File: src/rtl/uart_rx_frame_ctrl_if.sv
// Signal bundle for the UART RX frame controller.
//   RX_IN      : synchronized serial input, idle high
//   PAR_EN     : parity bit present (quasi-static)
//   PAR_TYP    : 0 = even parity, 1 = odd parity
//   bit_cnt    : bit index from the edge/bit counter
//   edge_cnt   : oversampling edge index within the bit
//   cnt_en     : counter enable; the counter clears while low
//   P_DATA     : last good received byte
//   data_valid : one-cycle strobe when P_DATA updates
//   par_err    : parity error of the current/last frame
//   stp_err    : stop-bit error of the current/last frame
// master = frame controller side, slave = line/counter/consumer side.
interface uart_rx_frame_ctrl_if #(
  parameter int unsigned DATA_W = 8
);
  localparam int unsigned CNT_W = 5;

  logic              RX_IN;
  logic              PAR_EN;
  logic              PAR_TYP;
  logic [CNT_W-1:0]  bit_cnt;
  logic [CNT_W-1:0]  edge_cnt;
  logic              cnt_en;
  logic [DATA_W-1:0] P_DATA;
  logic              data_valid;
  logic              par_err;
  logic              stp_err;

  modport master (
    input  RX_IN,
    input  PAR_EN,
    input  PAR_TYP,
    input  bit_cnt,
    input  edge_cnt,
    output cnt_en,
    output P_DATA,
    output data_valid,
    output par_err,
    output stp_err
  );

  modport slave (
    output RX_IN,
    output PAR_EN,
    output PAR_TYP,
    output bit_cnt,
    output edge_cnt,
    input  cnt_en,
    input  P_DATA,
    input  data_valid,
    input  par_err,
    input  stp_err
  );
endinterface

File: src/rtl/uart_rx_frame_ctrl.sv
// UART receive frame controller. Drives the enable of the external edge/bit
// counter, takes three mid-bit samples per bit and resolves them by majority,
// deserializes DATA_W bits LSB first, checks optional parity and the stop
// bit, and presents a good byte with a one-cycle data_valid strobe.
// Ports:
//   clk : system clock, rising edge
//   rst : synchronous active-high reset
//   bus : uart_rx_frame_ctrl_if.master (RX_IN, PAR_EN, PAR_TYP, bit_cnt,
//         edge_cnt in; cnt_en, P_DATA, data_valid, par_err, stp_err out)
module uart_rx_frame_ctrl #(
  parameter int unsigned PRESCALE = 8,
  parameter int unsigned DATA_W   = 8
) (
  input  logic                clk,
  input  logic                rst,
  uart_rx_frame_ctrl_if.master bus
);

  localparam int unsigned CNT_W = 5;

  localparam logic [CNT_W-1:0] EDGE_LAST = CNT_W'(PRESCALE - 1);
  localparam logic [CNT_W-1:0] EDGE_MID  = CNT_W'(PRESCALE / 2);
  localparam logic [CNT_W-1:0] EDGE_S0   = CNT_W'(PRESCALE / 2 - 1);
  localparam logic [CNT_W-1:0] EDGE_S2   = CNT_W'(PRESCALE / 2 + 1);
  localparam logic [CNT_W-1:0] BIT_DATA_LAST = CNT_W'(DATA_W);
  localparam logic [CNT_W-1:0] BIT_STOP_NOPAR = CNT_W'(DATA_W + 1);

  typedef enum logic [2:0] {
    ST_IDLE,
    ST_START,
    ST_DATA,
    ST_PARITY,
    ST_STOP
  } state_t;

  state_t            state;
  state_t            state_nxt;
  logic [2:0]        samp;
  logic [2:0]        samp_nxt;
  logic [DATA_W-1:0] shift_q;
  logic [DATA_W-1:0] shift_nxt;
  logic [DATA_W-1:0] p_data_nxt;
  logic              valid_nxt;
  logic              par_nxt;
  logic              stp_nxt;
  logic              maj;
  logic              last;

  // Counter runs whenever a frame is in progress.
  assign bus.cnt_en = (state != ST_IDLE);

  assign last = (bus.edge_cnt == EDGE_LAST);
  assign maj  = (samp[0] & samp[1]) | (samp[0] & samp[2]) | (samp[1] & samp[2]);

  // Next-state, sampling and output decode.
  always_comb begin
    state_nxt  = state;
    samp_nxt   = samp;
    shift_nxt  = shift_q;
    p_data_nxt = bus.P_DATA;
    valid_nxt  = 1'b0;
    par_nxt    = bus.par_err;
    stp_nxt    = bus.stp_err;

    // Three consecutive samples straddling the bit centre.
    if (state != ST_IDLE) begin
      if (bus.edge_cnt == EDGE_S0)  samp_nxt[0] = bus.RX_IN;
      if (bus.edge_cnt == EDGE_MID) samp_nxt[1] = bus.RX_IN;
      if (bus.edge_cnt == EDGE_S2)  samp_nxt[2] = bus.RX_IN;
    end

    case (state)
      ST_IDLE: begin
        if (!bus.RX_IN) begin
          state_nxt = ST_START;
          par_nxt   = 1'b0;
          stp_nxt   = 1'b0;
          shift_nxt = '0;
        end
      end

      ST_START: begin
        // A start bit that does not hold low at mid-bit is a glitch.
        if (last) state_nxt = maj ? ST_IDLE : ST_DATA;
      end

      ST_DATA: begin
        if (last) begin
          for (int i = 0; i < int'(DATA_W); i++) begin
            if (bus.bit_cnt == CNT_W'(i + 1)) shift_nxt[i] = maj;
          end
          if (bus.bit_cnt == BIT_DATA_LAST) state_nxt = bus.PAR_EN ? ST_PARITY : ST_STOP;
        end
      end

      ST_PARITY: begin
        if (last) begin
          par_nxt   = maj ^ (^shift_q ^ bus.PAR_TYP);
          state_nxt = ST_STOP;
        end
      end

      ST_STOP: begin
        if (last) begin
          stp_nxt = ~maj;
          // Deliver only when both the stop bit and parity are good.
          if (maj && !(bus.PAR_EN && bus.par_err)) begin
            p_data_nxt = shift_q;
            valid_nxt  = 1'b1;
          end
          state_nxt = ST_IDLE;
        end
      end

      default: state_nxt = ST_IDLE;
    endcase
  end

  // State and datapath registers.
  always_ff @(posedge clk) begin
    if (rst) begin
      state          <= ST_IDLE;
      samp           <= '0;
      shift_q        <= '0;
      bus.P_DATA     <= '0;
      bus.data_valid <= 1'b0;
      bus.par_err    <= 1'b0;
      bus.stp_err    <= 1'b0;
    end else begin
      state          <= state_nxt;
      samp           <= samp_nxt;
      shift_q        <= shift_nxt;
      bus.P_DATA     <= p_data_nxt;
      bus.data_valid <= valid_nxt;
      bus.par_err    <= par_nxt;
      bus.stp_err    <= stp_nxt;
    end
  end

  // The counter must never run past the stop bit while a frame is active.
  a_bit_cnt_range: assert property (@(posedge clk) disable iff (rst)
    (state != ST_IDLE) |-> (bus.bit_cnt <= BIT_STOP_NOPAR + CNT_W'(bus.PAR_EN)));

endmodule

File: src/flat_wrapper.sv
// flat-port wrapper written by rule: the top's interface ports become plain ports
module uart_rx_frame_ctrl_flat 
#(
  parameter int unsigned PRESCALE = 8,
  parameter int unsigned DATA_W   = 8
)
  (clk, rst, bus_RX_IN, bus_PAR_EN, bus_PAR_TYP, bus_bit_cnt, bus_edge_cnt, bus_cnt_en, bus_P_DATA, bus_data_valid, bus_par_err, bus_stp_err);
  uart_rx_frame_ctrl_if #(.DATA_W(DATA_W)) bus_i ();
  input  logic clk;
  input  logic rst;
  input wire logic [$bits(bus_i.RX_IN)-1:0] bus_RX_IN;
  input wire logic [$bits(bus_i.PAR_EN)-1:0] bus_PAR_EN;
  input wire logic [$bits(bus_i.PAR_TYP)-1:0] bus_PAR_TYP;
  input wire logic [$bits(bus_i.bit_cnt)-1:0] bus_bit_cnt;
  input wire logic [$bits(bus_i.edge_cnt)-1:0] bus_edge_cnt;
  output wire logic [$bits(bus_i.cnt_en)-1:0] bus_cnt_en;
  output wire logic [$bits(bus_i.P_DATA)-1:0] bus_P_DATA;
  output wire logic [$bits(bus_i.data_valid)-1:0] bus_data_valid;
  output wire logic [$bits(bus_i.par_err)-1:0] bus_par_err;
  output wire logic [$bits(bus_i.stp_err)-1:0] bus_stp_err;
  assign bus_i.RX_IN = bus_RX_IN;
  assign bus_i.PAR_EN = bus_PAR_EN;
  assign bus_i.PAR_TYP = bus_PAR_TYP;
  assign bus_i.bit_cnt = bus_bit_cnt;
  assign bus_i.edge_cnt = bus_edge_cnt;
  assign bus_cnt_en = bus_i.cnt_en;
  assign bus_P_DATA = bus_i.P_DATA;
  assign bus_data_valid = bus_i.data_valid;
  assign bus_par_err = bus_i.par_err;
  assign bus_stp_err = bus_i.stp_err;
  uart_rx_frame_ctrl #(.PRESCALE(PRESCALE), .DATA_W(DATA_W)) u_core (.clk(clk), .rst(rst), .bus(bus_i));
endmodule
File: config.mk
export PLATFORM = sky130hd
export DESIGN_NAME = uart_rx_frame_ctrl_flat
export DESIGN_NICKNAME = d
export VERILOG_FILES = /design/src/rtl/uart_rx_frame_ctrl_if.sv /design/src/rtl/uart_rx_frame_ctrl.sv /design/src/flat_wrapper.sv
export SDC_FILE = /design/constraint.sdc
export NUM_CORES = 1
export LEC_CHECK = 0
export BUFFER_PORTS_ARGS = -buffer_cell sky130_fd_sc_hd__buf_2
export CELL_PAD_IN_SITES_DETAIL_PLACEMENT = 0
export CELL_PAD_IN_SITES_GLOBAL_PLACEMENT = 1
export CORE_ASPECT_RATIO = 1.5
export CORE_MARGIN = 3
export CORE_UTILIZATION = 36
export CTS_BUF_LIST = sky130_fd_sc_hd__clkbuf_16
export CTS_CLUSTER_SIZE = 10
export DETAILED_ROUTE_END_ITERATION = 12
export PLACE_DENSITY_LB_ADDON = 0.08
export SKIP_LAST_GASP = 1
export SLEW_MARGIN = 20
export SYNTH_ARGS = -nofsm -noshare
export SYNTH_HDL_FRONTEND = slang
export SYNTH_SLANG_ARGS = --single-unit
File: constraint.sdc
create_clock -name clk -period 1.6 [get_ports clk]
set_input_delay 0.08 -clock clk [delete_from_list [all_inputs] [get_ports clk]]
set_output_delay 0.08 -clock clk [all_outputs]
set_load 0.01 [all_outputs]
* After elaboration in Yosys (flattened, before gate mapping)
Cells that the tools add are included.
Word-level totals: bits in registers 25, input port bits 15, output and inout bits 12, logic and storage cells 106
Cells by class: eq/ne operators 29, muxes and demuxes 26, bitwise gates (word level) 10, reductions and logical operators 25
Operators by type and width (count):
- 5-bit by 3-bit == test with 1-bit output, second input constant | 7
- 4-bit AND reduction | 8
- 2-bit by 1-bit inequality test with 1-bit output, second input constant | 12
- 3-bit 2-to-1 mux | 7
- 8-bit 2-to-1 mux | 2
- 8-bit case mux with 2 select lines | 1
- 5-bit by 2-bit == test with 1-bit output, second input constant | 3
- 3-bit case mux with 5 select lines | 1
- 1-bit 2-to-1 mux | 12
- 3-bit AND reduction | 3
- 8-bit parity | 1
- 3-bit by 2-bit == test with 1-bit output, second input constant | 2
- 2-bit AND reduction | 3
- 6-bit AND reduction | 1
- 2-bit nonzero test | 3
- 5-bit by 1-bit == test with 1-bit output, second input constant | 1
- 5-bit by 4-bit == test with 1-bit output, second input constant | 1
- 1-bit case mux with 2 select lines | 2
- 1-bit AND | 3
- 3-bit by 1-bit == test with 1-bit output, second input constant | 1
- 3-bit == test, second input constant | 1
- 3-bit zero test | 1
- 1-bit NOT | 3
- 3-bit nonzero test | 1
- other kinds (7) | 10

* Logic depth before layout (Yosys ltp)
Gate-level depths: netlist of run 1.
word-level depth 6, mapped depth 6

* Worst setup path after synthesis of run 1
No wires, ideal clock.
path type reg2reg, from register u_core.state[1], to register u_core.shift_q[2], setup time 0.071 ns, arrival time 1.563 ns, required time 1.529 ns, setup slack -0.033 ns, cell stages (with the launch flop) 7, buffers on the path 1, clock period less this slack 1.633 ns, path through dfxtp_1 -> or3b_1 -> buf_2 -> nor4_1 -> nand3_1 -> a211o_1 -> a21oi_1
Between the ends: cells in the longest elaborated chain, start to end 3
RTL lines:
- from (decl) | RTL line uart_rx_frame_ctrl.sv:36 | state_t state;
- from (signal assigned) | RTL line uart_rx_frame_ctrl.sv:130 | state <= state_nxt;
- 3-bit by 2-bit == test with 1-bit output / 3-bit zero test (equally long branches) | RTL line uart_rx_frame_ctrl.sv:72 | case (state)
- 2-bit by 1-bit inequality test with 1-bit output (no line), or another cell as far along
- 4-bit AND reduction (no line)
- to (signal assigned) | RTL line uart_rx_frame_ctrl.sv:132 | shift_q <= shift_nxt;
- to (decl) | RTL line uart_rx_frame_ctrl.sv:40 | logic [DATA_W-1:0] shift_q;
Several ways; a longest one is shown, not always the timed one. A chain may end at the register's enable or synchronous reset.

* Worst setup path after layout of run 1
from register u_core.state[1], to register u_core.bus.P_DATA[2]
Between the ends: cells in the longest elaborated chain, start to end 2
RTL lines:
- 3-bit == test | RTL line uart_rx_frame_ctrl.sv:72
- 3-bit AND reduction (no line)
- to (signal assigned) | RTL line uart_rx_frame_ctrl.sv:133 | bus.P_DATA <= p_data_nxt;
- to (decl) | RTL line uart_rx_frame_ctrl_if.sv:36 | output P_DATA,
Every way passes these cells.

==> results of run 1 <==
metal layers:
layer	up-vias	track usage, %
met5	-	0
met4	0	6.96
met3	5	2.95
met2	21	29.4
met1	634	16.5
li1	679	-
sequential cells by signal (all words and copies together) (netlist names):
signal / count
u_core.bus.P_DATA: 8
u_core.shift_q: 8
u_core.samp: 3
u_core.state: 3
u_core.bus.data_valid: 1
u_core.bus.par_err: 1
u_core.bus.stp_err: 1
kinds of logic after synthesis:
group | Yosys count | share of synthesized area, %
xor gates and xnor gates | 9 | 5.59
muxes | 14 | 10.0
DFF | 25 | 35.5
adders and majority gates | 1 | 0.709
and+or+nand+nor | 74 | 28.9
AOI/OAI and AO/OA | 35 | 16.3
buffers and inverters | 11 | 3.01
area by class of cell:
| class | instances | area, µm² | area share, % |
|---|---|---|---|
| Timing Repair Buffer | 43 | 290 | 15.7 |
| Sequential cell | 25 | 509 | 27.6 |
| Inverter | 2 | 7.51 | 0.407 |
| Tap cell | 43 | 53.8 | 2.92 |
| Multi-Input combinational cell | 133 | 902 | 48.9 |
| Clock buffer | 3 | 75.1 | 4.07 |
| Clock inverter | 1 | 7.51 | 0.407 |
per-stage QoR:
stage,util (%),total power (W),hold WS [ns]
3_3_place_gp,44.8,0.000824,0.437
4_1_cts,47.0,0.00140,0.165
2_1_floorplan,-,0.000756,0.224
3_5_place_dp,44.8,0.000826,0.438
6_report,49.7,0.00142,0.160
5_1_grt,49.7,0.00148,0.201
power by group:
| group | total (W) | switching, W | internal (W) |
|---|---|---|---|
| clock network | 0.000562 | 0.000223 | 0.000339 |
| registers | 0.000633 | 0.00000504 | 0.000628 |
| logic | 0.000219 | 0.000119 | 0.000100 |
| total | 0.00142 | 0.000347 | 0.00107 |
worst min-delay path by stage:
| stage | end | slack (ns) | startpoint |
|---|---|---|---|
| floorplan | u_core.samp[0] | 0.22 | bus_RX_IN |
| global placement | u_core.samp[2] | 0.44 | bus_RX_IN |
| detailed placement | u_core.samp[0] | 0.44 | bus_RX_IN |
| CTS | u_core.samp[0] | 0.16 | bus_RX_IN |
| global route | u_core.samp[2] | 0.20 | bus_RX_IN |
| finish | u_core.samp[0] | 0.16 | bus_RX_IN |
placed cells by master (no fill, tap or decap), types with 4 or more instances in the layout:
cell type  instances
nor2_1            28
buf_2             26
dfxtp_1           20
buf_4             14
mux2i_1           12
o21ai_0           11
a21oi_1            8
xnor2_1            7
nand3_1            6
a31oi_1            6
nand2b_1           5
nor2b_1            5
nand2_1            4
clkbuf_16          4
dfxtp_2            4
critical path, delay by kind of cell (launching register included):
family / cells / cell delay, ns
flops: 1 / 0.33
compound gates: 1 / 0.32
buf+inv: 2 / 0.35
simple gates: 3 / 0.24
mux: 1 / 0.21
repair_timing:
action,in CTS,in global routing
endpoints found under the setup margin,1,15
pin swaps,1,3
hold buffers,0,0
gates resized for setup,0,13
gates cloned,0,1
buffers inserted,0,4
==> out/results.ini, run 1 <==
[worst_setup_path]
slowest_stage=dfxtp_2
reg2reg_to=u_core.bus.P_DATA[2]
crit_type=reg -> reg
ff2ff_path_depth=7
arrival_ns=1.70
crit_path_end_kind=register
slowest_delay_ns=0.33
r2r_start=u_core.state[1]
start_kind=register
r2r_slack_ns=0.04
cp_max_fo=9
crit_chain=buf_8, nor2_4, nand2_2, a2111oi_4, buf_4, mux2i_2, nor2_1
worstPathRequired_ns=1.74
crit_end=u_core.bus.P_DATA[2]
cp-startpoint=u_core.state[1]

[clock_tree]
cts.reportedPaths.clkPinSlew_ns=0.06
cts_tree=done
htreeDepth=1
root_buffer=clkbuf_16
cts_sinks=25
cts-buffers-inserted=3
clk-insertion-delay-late_ns=0.26
cts_buffer_depth=2

[die]
rows=27
coreArea_um2=3720
pin_count=27
fp.dieW_um=57.1
initial_core_util_pct=38.0
fp.dieH_um=82.7
dieArea_um2=4720

[routing]
drt_iter0_drc=42
totalWireLength_um=3570
wl_met3_um=119
ant_nets=0
post_drt_wl_per_cell_um=14.3
m1WireLength_um=1420
top_layer_used=met4
avgViaCountPerCell=5.36
firstDrtPassIters=4
wl_met2_um=1970
drcViolationCount=0
vias=1339

[place]
preCtsSetupSlack_ns=0.0206
place_congestion=0.740
dpl.cell_count=241
numPortBuffers=26
placed_area_um2=1670
place_hpwl_um=2640

[synthesis]
ys_seq_area_share_pct=35.5
yosysUniqueCellTypes=40
synth_edf_count=0
ys_seq_elements=25
async_flop_share_pct=0
syn_inst=169
yosys-top-cells-count=nor2_1 (30), dfxtp_1 (25), mux2i_1 (13)
synth_top_area_share_pct=35.5
yosysTopAreaCell=dfxtp_1
synth_flop_cell=dfxtp_1
synth.area.top_cells=dfxtp_1 (35%), mux2i_1 (9.2%), nor2_1 (8.0%), xnor2_1 (4.3%), o21ai_0 (3.9%)
syn_area_um2=1410
syn_nets=184
synth_most_common_cell=nor2_1
avgSynthCellArea_um2=8.35
yosys_warnings=0

[power]
p_leak_nw=0.752
power.density_nw_per_um2=767
ir_worst_vdd_uv=664

[global_routing]
grt_pass1_vias=1256
grt_max_degree=28
antenna_found_initial=0
grt-ovfl-total=0
grt_util_all_layers_pct=15.6
grt_pass1_wl_um=5710

[run]
cap_viol_max_count=0

[sta]
setup_tns_ns=0
period_share_pct=97.6
fmax_mhz=640
finalSetupViolCount=0
slew_viol_final=0
finalClockSkew_ns=0.00459
hold_violations=0
period_needed_ns=1.56
grt_setup_unrepaired=true
relSlewSlack_pct=67.5
layout_setup_ws_ns=0.0380
tightestPinTransition_ns=0.488

[layout]
nFillCells=389
nNetsFinal=223
final_cells=250
antenna_cells=0
final_area_um2=1850
area_growth_pct=30.8
drive_gt1_share_pct=31.9

[hold_path]
holdPathStages=3
min_path_type=in -> reg

[outcome]
status=finished clean

No activity file was read; power rests on OpenSTA's default activity.
==> run 2: changes to the inputs <==
PLACE_DENSITY = 0.8   (was not set)
PLACE_DENSITY_LB_ADDON = not set   (was 0.08)
==> run 2 against run 1 <==
Against the previous run: design area down 2.5%; flip-flop and latch count unchanged; non-clock buffer count down 2; largest power group unchanged; routed wire length down 3.4%; critical endpoint is now u_core.bus.P_DATA[7]; clock-buffer cell count unchanged.
==> out/results.ini, run 2 (same netlist as run 1, synthesis figures left out) <==
[worst_setup_path]
arrival_ns=1.65
crit_end=u_core.bus.P_DATA[7]
crit_type=reg -> reg
reg2reg_to=u_core.bus.P_DATA[7]
worstPathRequired_ns=1.74
cp_max_fo=9
cp-startpoint=u_core.state[0]
ff2ff_path_depth=7
r2r_start=u_core.state[0]
slowest_stage=dfxtp_2
start_kind=register
r2r_slack_ns=0.09
crit_chain=buf_6, nor2_4, nand2_2, a2111oi_4, buf_4, mux2i_1, nor2_1
slowest_delay_ns=0.32
crit_path_end_kind=register

[clock_tree]
cts_buffer_depth=2
cts-buffers-inserted=3
clk-insertion-delay-late_ns=0.26
htreeDepth=1
cts_tree=done
cts_sinks=25
root_buffer=clkbuf_16
cts.reportedPaths.clkPinSlew_ns=0.06

[global_routing]
grt-ovfl-total=0
grt_pass1_vias=1243
grt_pass1_wl_um=5400
grt_max_degree=28
grt_util_all_layers_pct=14.5
antenna_found_initial=0

[place]
place_congestion=0.777
place_hpwl_um=2610
numPortBuffers=26
placed_area_um2=1660
dpl.cell_count=240

[routing]
avgViaCountPerCell=5.52
firstDrtPassIters=5
drt_iter0_drc=32
totalWireLength_um=3450
drcViolationCount=0
post_drt_wl_per_cell_um=13.9
ant_nets=0
vias=1368

[sta]
setup_tns_ns=0
period_share_pct=94.6
hold_violations=0
fmax_mhz=661
grt_setup_unrepaired=true
period_needed_ns=1.51
finalSetupViolCount=0
slew_viol_final=0
relSlewSlack_pct=68.4
tightestPinTransition_ns=0.474
finalClockSkew_ns=0.00397

[power]
p_leak_nw=0.732
power_w=0.00140
power.density_nw_per_um2=779
ir_worst_vdd_uv=570

[layout]
area_growth_pct=27.5
antenna_cells=0
seqCellArea_um2=509
nNetsFinal=221
final_area_um2=1800
final_common_cell=nor2_1
drive_gt1_share_pct=31.2
layout_common_cells=nor2_1 (28), buf_2 (26), dfxtp_1 (20)
utilization_pct=48.4
final_cells=248
largestRegisters=u_core.bus.P_DATA (8), u_core.shift_q (8)
nFillCells=380
multiInputGateArea_um2=896

[outcome]
status=finished clean

[hold_path]
min_path_type=in -> reg

[die]
pin_count=27
coreArea_um2=3720
rows=27
initial_core_util_pct=38.0
fp.dieH_um=82.7
fp.dieW_um=57.1
dieArea_um2=4720

[run]
cap_viol_max_count=0

[run 2: area by class of cell]
| cell class | count | area share, % |
|---|---|---|
| timing repair buffer | 41 | 13.9 |
| clock inverter | 1 | 0.417 |
| inverter | 2 | 0.417 |
| clock buffer | 3 | 4.17 |
| tap | 43 | 2.99 |
| sequential | 25 | 28.3 |
| multi-input combinational | 133 | 49.8 |
[run 2: worst max-delay path, delay by kind of cell, from the launching register on]
family	cells	cell delay, ns
AO/OA/AOI/OAI	1	0.31
buffers and inverters	2	0.34
flip-flops	1	0.32
multiplexers	1	0.18
AND/OR/NAND/NOR	3	0.24
[run 2: per-stage QoR]
| stage | hold slack [ns] | setup slack, ns |
|---|---|---|
| after detailed placement | 0.440 | 0.0137 |
| after floorplan | 0.224 | -0.0171 |
| after CTS | 0.171 | 0.0192 |
| final | 0.167 | 0.0860 |
| after global placement | 0.430 | 0.0481 |
| after global routing | 0.211 | -0.0111 |
[run 2: timing repair]
| item | 4_1_cts | 5_1_grt |
|---|---|---|
| pin swaps | 0 | 3 |
| buffers inserted | 0 | 4 |
| endpoints found under the setup margin | 1 | 15 |
| hold endpoints to repair | 0 | 0 |
| gates cloned | 0 | 0 |
| hold buffers | 0 | 0 |
| resized for setup | 1 | 9 |
[run 2: power by group]
part | internal, W | switching (W) | leakage [nW]
clock network | 0.000340 | 0.000226 | 0.0371
logic | 0.0000892 | 0.000115 | 0.491
registers | 0.000627 | 0.00000390 | 0.204
total | 0.00106 | 0.000345 | 0.732
[run 2: worst min-delay path by stage]
stage | from | to | slack [ns] | cells after the start
4_1_cts | bus_RX_IN | u_core.samp[2] | 0.17 | 3
2_1_floorplan | bus_RX_IN | u_core.samp[0] | 0.22 | 2
5_1_grt | bus_RX_IN | u_core.samp[0] | 0.21 | 3
3_3_place_gp | bus_RX_IN | u_core.samp[2] | 0.43 | 3
3_5_place_dp | bus_RX_IN | u_core.samp[2] | 0.44 | 3
6_report | bus_RX_IN | u_core.samp[2] | 0.17 | 3
[run 2: layer usage]
metal | part of all wire, % | track usage (%) | vias up
met5 | 0 | 0 | -
met4 | 1.7 | 5.80 | 0
met3 | 3.9 | 1.56 | 5
met2 | 54 | 28.3 | 38
met1 | 41 | 15.7 | 648
li1 | - | - | 677
==> run 3: changes to the inputs <==
GPL_TIMING_DRIVEN = 0   (was not set)
==> run 3 against run 2 <==
Against the previous run: the run now ends with setup timing left; critical endpoint is now u_core.shift_q[2]; clock-buffer cell count unchanged; clock skew shrank 0.00086 ns; non-clock buffer count decreased by 1; register-to-register slack got worse by 0.10 ns; final cell count down 0.40%; sequential power is essentially flat; flip-flop and latch count unchanged; critical path depth fell by 2; via count is 2.3% lower; first-iteration DRC count fell by 6.3%; combinational power is 3% lower.
==> out/results.ini, run 3 (same netlist as run 1, synthesis figures left out) <==
[clock_tree]
clk-insertion-delay-late_ns=0.26
cts-buffers-inserted=3
cts_sinks=25
htreeDepth=1
cts_buffer_depth=2
root_buffer=clkbuf_16
cts.reportedPaths.clkPinSlew_ns=0.06
hold_buffers=0
cts_tree=done

[layout]
drive_gt1_share_pct=27.9
final_common_cell=nor2_1
nFillCells=378
area_growth_pct=25.7
final_cells=247
largestRegisters=u_core.bus.P_DATA (8), u_core.shift_q (8)
nNetsFinal=220
layout_common_cells=nor2_1 (29), buf_2 (24), dfxtp_1 (20)
antenna_cells=0

[sta]
finalClockSkew_ns=0.00312
period_needed_ns=1.61
whs_ns=0.191
finalSetupViolCount=1
layout_setup_ws_ns=-0.0147
period_share_pct=101
relSlewSlack_pct=66.3
slew_viol_final=0
fmax_mhz=619
grt_setup_unrepaired=true
hold_violations=0
tightestPinTransition_ns=0.506

[worst_setup_path]
worstPathRequired_ns=1.79
start_kind=register
cp-startpoint=u_core.state[1]
arrival_ns=1.81
crit_end=u_core.shift_q[2]
ff2ff_path_depth=5
crit_path_end_kind=register
crit_type=reg -> reg
r2r_start=u_core.state[1]
cp_max_fo=7
r2r_slack_ns=-0.01
reg2reg_to=u_core.shift_q[2]

[outcome]
violations=setup timing
status=finished, violations left

[global_routing]
antenna_found_initial=0
grt_max_degree=14
grt_pass1_vias=1297
grt_pass1_wl_um=5870
grt_util_all_layers_pct=15.9
grt-ovfl-total=0

[die]
coreArea_um2=3720
fp.dieW_um=57.1
dieArea_um2=4720
pin_count=27
initial_core_util_pct=38.0
rows=27
fp.dieH_um=82.7

[place]
place_congestion=0.811
place_hpwl_um=2660
dpl.cell_count=236
numPortBuffers=24

[routing]
drcViolationCount=0
totalWireLength_um=3570
ant_nets=0
firstDrtPassIters=4
drt_iter0_drc=30
avgViaCountPerCell=5.41
vias=1337
post_drt_wl_per_cell_um=14.4

[power]
power.density_nw_per_um2=778
ir_worst_vdd_uv=476
p_leak_nw=0.715
power_w=0.00138

[run]
cap_viol_max_count=0

[hold_path]
min_path_type=in -> reg

run 3: changes by cell type in the layout (fill, tap and decap cells not counted), sizes merged:
cell / before / now
buf: 41 / 32
clkbuf: 3 / 11
clkinvlp: 1 / 0
inv: 2 / 3
run 3: report_power, final:
part	internal, W	leakage, nW	switching (W)	total, W
combinational	0.0000802	0.469	0.000118	0.000198
clock	0.000334	0.0423	0.000215	0.000549
sequential	0.000629	0.204	0.00000475	0.000634
total	0.00104	0.715	0.000338	0.00138
run 3: worst max-delay path: stages, from the launching register on:
cell     delay [ns]
dfxtp_2        0.34
or3b_4         0.45
nor4_2         0.15
nand3_1        0.17
a211o_1        0.32
a21oi_2        0.12
run 3: metal layers:
metal / up-vias / GRT usage, % / share of wire, %
li1: 667 / - / -
met3: 11 / 2.49 / 4.2
met5: - / 0 / 0
met2: 34 / 28.8 / 52
met1: 625 / 18.0 / 41
met4: 0 / 7.42 / 3.5
run 3: stage by stage:
stage                     TNS, ns  setup slack, ns  area, µm²  utilization [%]
after floorplan           -0.0171          -0.0171       1430                -
after global placement      -1.59           -0.187       1610             43.2
after detailed placement    -1.64           -0.197       1610             43.2
after CTS                  -0.136           -0.136       1730             46.6
after global routing       -0.210          -0.0812       1770             47.7
final                     -0.0147          -0.0147       1770             47.7
run 3: cell type report:
class / instances / area, µm² / share of cell area [%]
multi-input combinational: 133 / 913 / 51.5
tap: 43 / 53.8 / 3.03
timing repair buffer: 32 / 180 / 10.2
inverter: 2 / 7.51 / 0.423
clock inverter: 1 / 3.75 / 0.212
buffer: 8 / 33.8 / 1.90
clock buffer: 3 / 75.1 / 4.23
sequential: 25 / 507 / 28.6
run 3: how the worst min path moves through the flow:
stage / from / end / cells past startpoint
4_1_cts: bus_RX_IN / u_core.samp[0] / 3
5_1_grt: bus_bit_cnt[4] / u_core.shift_q[4] / 3
2_1_floorplan: bus_RX_IN / u_core.samp[0] / 2
3_5_place_dp: bus_RX_IN / u_core.samp[0] / 3
3_3_place_gp: bus_RX_IN / u_core.samp[2] / 3
6_report: bus_bit_cnt[1] / u_core.shift_q[6] / 3
run 3: what timing repair did:
| action | 4_1_cts | 5_1_grt |
|---|---|---|
| setup buffers | 6 | 2 |
| setup endpoints to repair | 12 | 11 |
| pin swaps | 3 | 4 |
| resized for setup | 4 | 13 |
| gates cloned | 0 | 0 |
